`config.mk`:
```
export PLATFORM = sky130hd
export DESIGN_NAME = sysid_wait_timer
export DESIGN_NICKNAME = d
export VERILOG_FILES = /design/src/rtl/sysid_check_pkg.sv /design/src/rtl/sysid_wait_timer.sv
export SDC_FILE = /design/constraint.sdc
export NUM_CORES = 1
export LEC_CHECK = 0
export CAP_MARGIN = 20
export CORE_UTILIZATION = 34
export CTS_CLUSTER_DIAMETER = 150
export DETAILED_ROUTE_END_ITERATION = 8
export PLACE_DENSITY_LB_ADDON = 0.12
export SKIP_CTS_REPAIR_TIMING = 1
export SYNTH_ARGS = -nofsm -noshare
export SYNTH_HDL_FRONTEND = slang
export SYNTH_SLANG_ARGS = --single-unit
```
`constraint.sdc`:
```
create_clock -name clk_i -period 2 [get_ports clk_i]
set_input_delay 0.5 -clock clk_i [delete_from_list [all_inputs] [get_ports clk_i]]
set_output_delay 0.5 -clock clk_i [all_outputs]
set_load 0.05 [all_outputs]
```
`src/rtl/sysid_check_pkg.sv`:
```
// Shared types and constants for the system ID boot checker.
package sysid_check_pkg;

    localparam int unsigned DATA_W  = 32;
    localparam int unsigned RETRY_W = 4;
    localparam int unsigned TIMER_W = 16;

    localparam logic SYSID_ADDR_ID = 1'b0;
    localparam logic SYSID_ADDR_TS = 1'b1;

    typedef enum logic [2:0] {
        IDLE  = 3'd0,
        RD_ID = 3'd1,
        RD_TS = 3'd2,
        CHECK = 3'd3,
        DONE  = 3'd4
    } state_e;

endpackage

```
`src/rtl/sysid_wait_timer.sv`:
```
// Counts consecutive stalled read cycles and flags when the limit is reached.
// Only instantiated when SYSID_CHECK_TIMEOUT_EN is defined.
module sysid_wait_timer
    import sysid_check_pkg::*;
#(
    parameter int unsigned LIMIT = 255
) (
    input  logic clk_i,
    input  logic rst_i,
    input  logic clear_i,
    input  logic enable_i,
    output logic expire_c_o
);

    logic [TIMER_W-1:0] count_q;
    logic [TIMER_W-1:0] count_d;

    // Next count: clear wins, otherwise advance on each stalled cycle.
    always_comb begin
        count_d = count_q;
        if (clear_i) begin
            count_d = '0;
        end else if (enable_i) begin
            count_d = count_q + TIMER_W'(1);
        end
    end

    // Count register.
    always_ff @(posedge clk_i or posedge rst_i) begin
        if (rst_i) begin
            count_q <= '0;
        end else begin
            count_q <= count_d;
        end
    end

    // Fires during the LIMIT-th consecutive stalled cycle so the read drops right after it.
    assign expire_c_o = enable_i && (count_q == TIMER_W'(LIMIT - 1));

endmodule

```
==> results_dict.tcl <==
set metrics [dict create \
    status "finished with violations" \
    failed_checks "negative setup slack" \
    die-area_sq_um 2710 \
    hp-class "in -> async" \
    regMostFlops "count_q" \
    num_io_pins 5 \
    final_common_cell "dfrtp_1" \
    drive_gt1_share_pct 28.0 \
    period_share_pct 109 \
    clk_pin_slew_worst_paths_ns 0.10 \
    place.gp.congestion 0.675 \
    maxCapViolations 0 \
    r2r_slack_ns 0.14 \
    fin_ws_ns -0.173 \
    crit_fanout 2 \
    gr-total-overflow 0 \
    yosysTopAreaCellShare_pct 47.1 \
    nNetsFinal 114 \
    reg_top3 "count_q (16)" \
    post-route-drc-count 0 \
    n_fill_cell 215 \
    via_per_inst 5.15 \
    grt.total_usage_pct 15.8 \
    diodes 0 \
    required_ns 1.50 \
    max_freq_ghz 0.460 \
    drt_iter0_markers 9 \
    synth_area_per_cell_sq_um 9.67 \
    start_kind "flip-flop" \
    synth_seq_cells 16 \
    crit_path_end_kind "output port" \
    antenna_found_initial 0 \
    cp_slowest_stage_delay_ns 0.40 \
    final_cell_mix "16 x dfrtp_1, 13 x buf_4, 11 x nor2_1, 6 x inv_1, 6 x xnor2_1" \
    io_buffers 4 \
    synth_top_area_cell "dfrtp_1" \
    drt_pre_antenna_iters 4 \
    yosysSeqAreaShare_pct 47.1 \
    slew_viol_final 0 \
    rows 17 \
    hold_viol_final 0 \
    clk_path_buf_depth 2 \
    cts.sink_count 16 \
    die_y_microns 52.0 \
    netlist_top_cells_area "dfrtp_1 47%, xnor2_1 6.2%, nor2_1 4.9%, xor2_1 4.1%, inv_1 3.1%" \
    min_period_ns 2.17 \
    hpwlAfterDp_mm 1.23 \
    power_density_nw_per_um2 550 \
    initial_core_util_pct 37.4 \
    criticalPathCategory "reg -> out" \
    grt_max_degree 20 \
    rsz0062_at_grt "yes" \
    ctsHtreeMaxLevel 1 \
    largest_reg_flops 16 \
    netlist_area_sq_um 851 \
    wl_per_cell_microns 12.6 \
    wirelength_mm 1.70 \
    placed_cell_area_sq_um 1050 \
    cts_made_buffers 3 \
    cp_cell_sequence "inv_2 -> ha_4 -> nor4b_4 -> nand3_2 -> nor4_4 -> buf_12" \
    ys_types 26 \
    final_area_sq_um 1120 \
    grt_pass1_vias 722 \
    grt_pass1_wl_mm 3.12 \
    crit_arrival_ns 1.67 \
    synth_nets 94 \
    leakagePower_uw 0.000471 \
    worst_skew_pair.late_latency_ns 0.29 \
    ant_nets 0 \
    vias 695 \
    die_w_microns 52.0 \
    finalSetupViolations 1 \
    slew_headroom_pct 79.5 \
    root_buffer "clkbuf_4" \
    cts_tree "yes" \
    max-vdd-ir-drop_mv 0.434 \
    synth_warnings 0 \
    hold_ws_ns 0.501 \
    worst_pin_slew_ns 0.305 \
    synth_cells 88 \
    syn_to_final_growth_pct 31.5 \
    core_sq_um 2280 \
    skew_ns 0.00323 \
    critPathSlowestCell "dfrtp_1" \
]
## per-stage QoR
step           cells  setup TNS [ns]  power [uW]  worst slack [ns]  utilization [%]
3_3_place_gp     131          -0.920         396            -0.155             46.0
4_1_cts          135          -0.257         619            -0.257             47.6
6_report         135          -0.173         615            -0.173             49.1
2_1_floorplan     88         -0.0480         367           -0.0480                -
5_1_grt          135          -0.303         644            -0.303             49.1
3_5_place_dp     131          -0.990         396            -0.157             46.0
## final cells by class
class | count | area, sq um | area share (%)
timing repair buffer | 18 | 159 | 14.2
sequential | 16 | 400 | 35.8
inverter | 7 | 26.3 | 2.35
multi-input combinational | 62 | 462 | 41.3
clock buffer | 4 | 36.3 | 3.24
tap | 28 | 35.0 | 3.13
## critical path: cells and delay by family, from the launching register on
| kind | cells | cell delay (ns) |
|---|---|---|
| simple gates | 3 | 0.60 |
| fa+ha+maj | 1 | 0.12 |
| flops | 1 | 0.40 |
| buf+inv | 2 | 0.26 |
## path summary, 6_finish.rpt
check                                       startpoint                      end  cells past startpoint
worst min register to register  count_q[7]$_DFFE_PP0P_   count_q[7]$_DFFE_PP0P_                      2
max in group asynchronous                        rst_i  count_q[14]$_DFFE_PP0P_                      3
min in group clk_i              count_q[7]$_DFFE_PP0P_   count_q[7]$_DFFE_PP0P_                      2
worst max register to register  count_q[0]$_DFFE_PP0P_  count_q[14]$_DFFE_PP0P_                      6
worst min-delay path                             rst_i   count_q[5]$_DFFE_PP0P_                      3
worst max-delay path            count_q[0]$_DFFE_PP0P_               expire_c_o                      6
## Yosys cell counts
| cell | number |
|---|---|
| dfrtp_1 | 16 |
| nor2_1 | 11 |
| inv_1 | 7 |
| xnor2_1 | 6 |
| a21oi_1 | 5 |
| nand4_1 | 4 |
| nor4_1 | 4 |
| o21ai_0 | 4 |
| xor2_1 | 4 |
| nand2_1 | 3 |
| nand3_1 | 3 |
| a31o_2 | 2 |
| buf_2 | 2 |
| ha_1 | 2 |
| nor3_1 | 2 |
| o211ai_1 | 2 |
| or3_1 | 2 |
| a211oi_1 | 1 |
| and3_1 | 1 |
| buf_1 | 1 |
| nand4_4 | 1 |
| nor4b_1 | 1 |
| o211a_1 | 1 |
| or3_2 | 1 |
| or4_1 | 1 |
| or4_4 | 1 |
## routing by layer
layer / share of wire [%] / vias to the layer above / GRT usage [%]
li1: - / 351 / -
met4: 0.71 / 0 / 2.70
met2: 52 / 10 / 27.6
met3: 3.4 / 2 / 5.26
met5: 0 / - / 0
met1: 44 / 332 / 18.8
## power breakdown
group	switching [uW]	leakage (uW)	internal (uW)
Combinational	31.6	0.000229	33.1
Clock	106	0.0000210	111
Sequential	5.26	0.000222	328
Total	143	0.000471	472
## logic make-up after synthesis
kind of cell / after synthesis / share of synthesized area, %
buf+inv: 10 / 4.71
compound gates: 15 / 11.2
simple gates: 35 / 23.8
xor+xnor: 10 / 10.3
flops: 16 / 47.1
fa+ha+maj: 2 / 2.94
(Power assumes the default switching activity.)
